==> src/rtl/dmem_arb.sv <==
// Two-requester arbiter for a single data-memory port: round-robin grant with a
// bounded burst lock, and read-return valid tagged to the beat's owner.
module dmem_arb #(
    parameter int ADDR_W   = 24,
    parameter int DATA_W   = 24,
    parameter int MAX_HOLD = 4
) (
    input  logic                  iw_clk,
    input  logic                  iw_rst,
    input  logic [1:0]            iw_req,
    input  logic [1:0]            iw_lock,
    input  logic [1:0]            iw_we,
    input  logic [2*ADDR_W-1:0]   iw_addr,
    input  logic [2*DATA_W-1:0]   iw_wdata,
    output logic [1:0]            ow_gnt,
    output logic [1:0]            or_rvalid,
    output logic [DATA_W-1:0]     ow_rdata,
    output logic                  ow_mem_we,
    output logic [ADDR_W-1:0]     ow_mem_addr,
    output logic [DATA_W-1:0]     ow_mem_wdata,
    input  logic [DATA_W-1:0]     iw_mem_rdata
);

    localparam logic [3:0] HOLD_MAX = 4'(MAX_HOLD);

    logic       r_last_q, r_last_d;
    logic [3:0] r_hold_q, r_hold_d;
    logic [1:0] rvalid_q, rvalid_d;
    logic [1:0] gnt;
    logic       gnt_idx;
    logic       accept;

    always_comb begin
        gnt = 2'b00;
        if (!iw_rst) begin
            unique case (iw_req)
                2'b01:   gnt = 2'b01;
                2'b10:   gnt = 2'b10;
                2'b11: begin
                    // The lock only counts for the current owner, and only until the hold budget runs out.
                    if (iw_lock[r_last_q] && (r_hold_q < HOLD_MAX))
                        gnt = r_last_q ? 2'b10 : 2'b01;
                    else
                        gnt = r_last_q ? 2'b01 : 2'b10;
                end
                default: gnt = 2'b00;
            endcase
        end
    end

    assign gnt_idx = gnt[1];
    assign accept  = |gnt;

    always_comb begin
        ow_mem_we    = 1'b0;
        ow_mem_addr  = '0;
        ow_mem_wdata = '0;
        if (accept) begin
            ow_mem_we    = iw_we[gnt_idx];
            ow_mem_addr  = iw_addr[gnt_idx*ADDR_W +: ADDR_W];
            ow_mem_wdata = iw_wdata[gnt_idx*DATA_W +: DATA_W];
        end
    end

    always_comb begin
        r_last_d = r_last_q;
        r_hold_d = 4'd0;
        rvalid_d = 2'b00;
        if (accept) begin
            r_last_d = gnt_idx;
            if (gnt_idx == r_last_q)
                r_hold_d = (r_hold_q >= HOLD_MAX) ? HOLD_MAX : r_hold_q + 4'd1;
            else
                r_hold_d = 4'd1;
            if (!iw_we[gnt_idx])
                rvalid_d = gnt;
        end
    end

    // Reset leaves r_last pointing at requester 1 so requester 0 wins the first tie.
    always_ff @(posedge iw_clk or posedge iw_rst) begin
        if (iw_rst) begin
            r_last_q <= 1'b1;
            r_hold_q <= 4'd0;
            rvalid_q <= 2'b00;
        end else begin
            r_last_q <= r_last_d;
            r_hold_q <= r_hold_d;
            rvalid_q <= rvalid_d;
        end
    end

    assign ow_gnt    = gnt;
    assign or_rvalid = rvalid_q;
    assign ow_rdata  = iw_mem_rdata;

endmodule

==> config.mk <==
export PLATFORM = sky130hd
export DESIGN_NAME = dmem_arb
export DESIGN_NICKNAME = d
export VERILOG_FILES = /design/src/rtl/dmem_arb.sv
export SDC_FILE = /design/constraint.sdc
export NUM_CORES = 1
export LEC_CHECK = 0
export ABC_CLOCK_PERIOD_IN_PS = 4250
export BUFFER_PORTS_ARGS = -buffer_cell sky130_fd_sc_hd__buf_2
export CORE_AREA = 2 2 80 82
export CTS_BUF_LIST = sky130_fd_sc_hd__clkbuf_8
export CTS_CLUSTER_DIAMETER = 50
export DETAILED_ROUTE_END_ITERATION = 16
export DIE_AREA = 0 0 82 84
export PLACE_DENSITY = 0.68
export SETUP_SLACK_MARGIN = 0.1
export SYNTH_ARGS = -nofsm -noshare
export SYNTH_HDL_FRONTEND = slang
export SYNTH_SLANG_ARGS = --single-unit
==> constraint.sdc <==
create_clock -name iw_clk -period 4.25 [get_ports iw_clk]
set_clock_uncertainty 0.2 [all_clocks]
set_input_delay 0.2125 -clock iw_clk [delete_from_list [all_inputs] [get_ports iw_clk]]
set_output_delay 0.2125 -clock iw_clk [all_outputs]
set_load 0.02 [all_outputs]
==> results of run 1 <==
metal layers:
metal | vias up | global-route usage, % | wire (µm)
met5 | - | 0 | 0
met4 | 0 | 4.85 | 70
met3 | 8 | 1.95 | 438
met2 | 111 | 24.5 | 2380
met1 | 859 | 12.3 | 1760
li1 | 972 | - | -
critical path, delay by kind of cell, from the launching register on:
kind | cells | cell delay (ps)
AOI/OAI and AO/OA | 2 | 710
buffers and inverters | 2 | 590
DFF | 1 | 450
and+or+nand+nor | 1 | 450
logic make-up after synthesis:
family          after synthesis
compound gates               61
fa+ha+maj                     1
buf+inv                     143
flops                         7
other cells                   1
simple gates                 16
how the worst max path moves through the flow:
| stage | startpoint | endpoint | slack (ps) | cells past startpoint |
|---|---|---|---|---|
| detailed placement | r_hold_q[2] | ow_mem_addr[18] | 1600 | 5 |
| CTS | r_hold_q[2] | ow_mem_addr[18] | 1350 | 5 |
| floorplan | r_hold_q[3] | ow_mem_addr[16] | 2150 | 5 |
| finish | r_hold_q[2] | ow_mem_addr[18] | 1380 | 5 |
| global route | r_hold_q[2] | ow_mem_addr[8] | 1210 | 5 |
| global placement | r_hold_q[2] | ow_mem_addr[12] | 1660 | 5 |
sequential cells by signal (all words and copies together), names as in the netlist:
register and cells:
r_last_q 1, or_rvalid 2, r_hold_q 4
synthesized netlist by cell type (all sizes together), types with 2 or more instances:
| cell type | number |
|---|---|
| or3b | 2 |
| a21oi | 3 |
| dfrtp | 6 |
| nand2b | 2 |
| o32ai | 49 |
| nand2 | 2 |
| nor2 | 3 |
| clkbuf | 6 |
| o221ai | 2 |
| nor3 | 3 |
| inv | 102 |
| nor3b | 2 |
| buf | 35 |
through the flow:
stage	worst slack, ps	instance area [µm²]	hold WS (ps)
after floorplan	2150	1530	34.9
after global placement	1660	2120	181
after detailed placement	1600	2120	191
after CTS	1350	2190	128
after global routing	1210	2190	168
final	1380	2190	114
layout make-up:
type / count / area (µm²) / share of cell area, %
Inverter: 102 / 383 / 17.5
Clock inverter: 1 / 3.75 / 0.171
Timing Repair Buffer: 161 / 823 / 37.6
Sequential cell: 7 / 176 / 8.06
Clock buffer: 3 / 41.3 / 1.89
Tap cell: 77 / 96.3 / 4.40
Multi-Input combinational cell: 79 / 666 / 30.4
power by group:
part / internal, W / total (W) / switching, W
combinational: 0.000101 / 0.000246 / 0.000144
sequential: 0.0000729 / 0.0000796 / 0.00000676
clock: 0.0000624 / 0.0000904 / 0.0000281
==> impl_results.md, run 1 <==
* Run status: finished clean
* First-pass GRT wire length at 7010 µm
* Share of layout cells above drive strength 1 at a little under half
* Worst-margin pin slew at 698 ps
* Synth Area in Compound Gates at 35.2%
* # Post-CTS Setup Buffers at 0
* Syn_area_per_cell at ~6.7 µm²
* Setup Viol. Count Final at 0
* Final core occ at 35.9%
* Num CTS Buffers at 3
* Crit-path max cell delay at 590 ps
* Syn nets at 358
* Setup_tns at 0 ps
* Tot GR Track Use at 12.4%
* CP Max Fanout at 27
* Post-Synth Simple-Gate Area at between 6 and 7%
* Die H at around 84 µm
* Drt via density at around 4.5
* Final Routed Wirelength at 4650 µm
* Synth Area in Adders at 0.816%
* CTS Hold Bufs at 2
* Cell Rows at 29
* Slowest-stage cell, CP: o221ai_4
* Initial Utilization at 25.2%
* Synth unique cells at 30
* Finished Layout Cells at 430
* IO Pins at 205
* Worst endpoint required time at around 3800 ps
* Crit Path Category: reg2out
* Reg2reg path depth at 4
* Maximum clock rate at 349 MHz
* Sequential area share after synthesis at 11.5%
* WL/cell at ~11 µm
* RSZ-0062 raised after global routing: no
* Post-route total power at ~0.00042 W
* Port buffer count at 156
* Period utilization at 67.5%
* Top area cells in the synthesized netlist: o32ai_1 28%, inv_1 25%, buf_4 12%
* Clk pin slew, worst setup/hold paths at ~40 ps
* LEAKAGE at 1.49 nW
* Most frequent cells in the layout: 156 x buf_2, 103 x inv_1, 49 x o32ai_1
* Pwr dens at 190 nW/µm²
* CTS sink count at 7
* Initial DRC Count at 67
* Nets@finish at about 480
* Floorplan core area at 6100 µm²
* Max VDD drop at around 0.10 mV
* Tmin final at 2870 ps
* Routability-driven placement congestion ratio at slightly below 0.8
* Antenna violations before repair at 0
* Worst reg2reg path endpoint: or_rvalid[1]
* Clk root buf: clkbuf_8
* Largest family of logic cells by synthesized area: buffers and inverters
* Final hold viol count at 0
* Largest net degree at the start of global routing at 55
* Die ar. at slightly below 7000 µm²
* Cell Chain, Critical Path: or3b_4 -> o221ai_4 -> buf_4 -> o32ai_1 -> buf_2
* Total global routing overflow at 0
* Max_slew headroom at 53.5%
* Cell Area, Synth at 1530 µm²
* Main synth FF type: dfrtp_1
* Syn Inst Count at about 230
* Top-area cell type share of the netlist area at 28.0%
* Hold WC Path Type: in2async
* Post-synthesis mux area share at 0%
* Xor/xnor share of the synthesized area at 0%
* CTS tree: done
* Asr flop ratio synth at between 90% and 100%
* R2r setup slk at 1920 ps
* DRC at 0
* Ant. Diodes at 0
* Worst R2R Start: r_hold_q[2]
* H-Tree Depth at 1
* Most common cell after layout, fill and taps aside: buf_2
* Max Buffers Root-to-Sink at 2
* Post-synth EDFFs at 0
* Placed insts at 424
* Die X at about 80 µm
* Filler cell count at just under 700
* Post-DRT Antenna Nets at 0
* Area grow syn2layout at 42.7%
* DRT Pass-1 Iters at 4
* CTS resizes at 0
* Critical Path AT at around 2500 ps
* Setup crit end kind: output port
* Hpwl dp at 3720 µm
* Routed vias at 1950
* MaxCap Viol Count at 0
* Max-slew violations at 0
* Number of global-route vias before repair at roughly 1800
* Seq cells post-synth at 7
* Clock Latency Late Sink at between 200 and 250 ps
* Synth area leader: o32ai_1
* Startpoint Class: register
* Yosys warnings at 0
Note: power is estimated with default switching activity, not from simulation.
==> inputs of run 2 (changes only) <==
==> config.mk (replaced) <==
export PLATFORM = sky130hd
export DESIGN_NAME = dmem_arb
export DESIGN_NICKNAME = d
export VERILOG_FILES = /design/src/rtl/dmem_arb.sv
export SDC_FILE = /design/constraint.sdc
export NUM_CORES = 1
export LEC_CHECK = 0
export ABC_CLOCK_PERIOD_IN_PS = 2900
export BUFFER_PORTS_ARGS = -buffer_cell sky130_fd_sc_hd__buf_2
export CORE_AREA = 2 2 79 81
export CTS_BUF_LIST = sky130_fd_sc_hd__clkbuf_8
export CTS_CLUSTER_DIAMETER = 50
export DETAILED_ROUTE_END_ITERATION = 16
export DIE_AREA = 0 0 81 83
export PLACE_DENSITY = 0.7
export SETUP_SLACK_MARGIN = 0.1
export SYNTH_ARGS = -nofsm -noshare
export SYNTH_HDL_FRONTEND = slang
export SYNTH_SLANG_ARGS = --single-unit
==> constraint.sdc (replaced) <==
create_clock -name iw_clk -period 2.9 [get_ports iw_clk]
set_clock_uncertainty 0.2 [all_clocks]
set_input_delay 0.145 -clock iw_clk [delete_from_list [all_inputs] [get_ports iw_clk]]
set_output_delay 0.145 -clock iw_clk [all_outputs]
set_load 0.02 [all_outputs]
==> run 2 against run 1 <==
Cell count did not move. First-iteration DRC count fell by 33%. Critical path depth did not move. Combinational power rose by 49%. Clock-buffer cell count did not move. Hold slack got worse by 39 ps. Sequential share of layout area barely moved. Sequential power rose by 47%. Design area rose by 0.57%. Register-to-register slack got worse by 910 ps. Sequential cell count did not move. Worst setup slack got worse by 860 ps. Largest cell class unchanged.
==> impl_results.md, run 2 (synthesis gave the netlist of run 1 again) <==
* Max VDD drop at 0.131 mV
* Share of layout cells above drive strength 1 at roughly 48%
* Nets@finish at 485
* Gr busiest metal: met2
* Reg2reg path depth at 4
* CTS resizes at 0
* WL/cell at 11.5 µm
* CTS tree: done
* Max_slew headroom at between 60 and 70%
* Final hold viol count at 0
* Post-DRT Antenna Nets at 0
* Total global routing overflow at 0
* Period utilization at 82.1%
* H-Tree Depth at 1
* Setup ws final at 518 ps
* Most common cell after layout, fill and taps aside: buf_2
* Worst endpoint required time at roughly 2600 ps
* Cell Rows at 28
* RSZ-0062 raised after global routing: no
* Clk root buf: clkbuf_8
* Met3 Use GR at 1.85%
* Die X at between 80 and 90 µm
* Drt via density at 4.53
* Die ar. at 6720 µm²
* Met1 global-route usage at 13.8%
* Most frequent cells in the layout: 156 x buf_2, 103 x inv_1, 49 x o32ai_1
* Initial Utilization at 26.4%
* Post-route total power at 0.000615 W
* Num CTS Buffers at 3
* Routed vias at 1948
* Tot GR Track Use at between 10% and 20%
* LEAKAGE at 1.49 nW
* M2 GR Usage at approximately a quarter
* Floorplan core area at 5820 µm²
* Worst-margin pin slew at 542 ps
* Dpl cell area at 2140 µm²
* Ant. Diodes at 0
* Antenna violations before repair at 0
* Final core occ at 37.9%
* Setup Viol. Count Final at 0
* Hold WC Path Type: in2async
* Final Routed Wirelength at 4930 µm
* Most flop-heavy register: r_hold_q
* MaxCap Viol Count at 0
* CTS Hold Bufs at 2
* DRT Pass-1 Iters at 4
* Routability-driven placement congestion ratio at 0.750
* CP Max Fanout at 34
* Number of global-route vias before repair at 1738
* Hpwl dp at roughly 3900 µm
* Largest net degree at the start of global routing at 55
* Crit Path Category: reg2out
* Max Buffers Root-to-Sink at 2
* Area grow syn2layout at 43.6%
* Post-Place Setup Slack at 758 ps
* Startpoint Class: register
* Critical Path AT at 2040 ps
* First-pass GRT wire length at 7350 µm
* Clock Latency Late Sink at 220 ps
* Max-slew violations at 0
* Port buffer count at around 160
* Run status: finished clean
* Filler cell count at 622
* IO Pins at 205
* Maximum clock rate at 420 MHz
* # Post-CTS Setup Buffers at 0
* Die H at around 83 µm
* Initial DRC Count at between 40 and 50
* Fin area at about 2200 µm²
* Tmin final at 2380 ps
* Setup_tns at 0 ps
* Clk pin slew, worst setup/hold paths at about 40 ps
* DRC at 0
* Setup crit end kind: output port
* Max reg flops at 4
* CTS sink count at 7
* Pwr dens at 279 nW/µm²
-- run 2: cell count changes in the layout (fill, tap and decap cells not counted), sizes merged --
cell  before  now
buf      159  161
-- run 2: routing by layer --
metal | part of all wire, % | wire, µm
met1 | 37 | 1810
met2 | 51 | 2490
met3 | 10 | 502
met4 | 2.5 | 125
met5 | 0 | 0
-- run 2: stage by stage --
stage / hold slack (ps) / instances
floorplan: -32.6 / 229
global placement: 90.1 / 424
detailed placement: 90.1 / 424
CTS: 58.3 / 430
global route: 90.1 / 430
finish: 75.0 / 430
-- run 2: cell type report --
type	instances	area (µm²)	share of cell area, %
Inverter	102	383	17.4
Multi-Input combinational cell	79	666	30.2
Sequential cell	7	176	8.01
Timing Repair Buffer	163	838	38.1
Tap cell	75	93.8	4.26
Clock inverter	1	3.75	0.170
Clock buffer	3	41.3	1.88
-- run 2: worst paths after layout --
| path | start | to | slack, ps |
|---|---|---|---|
| worst max-delay path | r_hold_q[2] | ow_mem_addr[0] | 520 |
| worst min-delay path | iw_rst | r_hold_q[0] | 80 |
| worst max register to register | r_hold_q[2] | r_last_q | 1010 |
| worst min register to register | r_last_q | r_last_q | 360 |
| max in group asynchronous | iw_rst | r_last_q | 2150 |
| min in group iw_clk | iw_rst | r_last_q | 80 |
-- run 2: worst max-delay path: stages (launching register included) --
cell	delay, ps
dfrtp_1	450
or3b_4	450
o221ai_4	200
buf_4	360
o32ai_1	140
buf_2	190
-- run 2: report_power, final --
part / switching, W / internal, W
clock network: 0.0000410 / 0.0000914
logic: 0.000214 / 0.000151
registers: 0.00000974 / 0.000107
total: 0.000265 / 0.000350
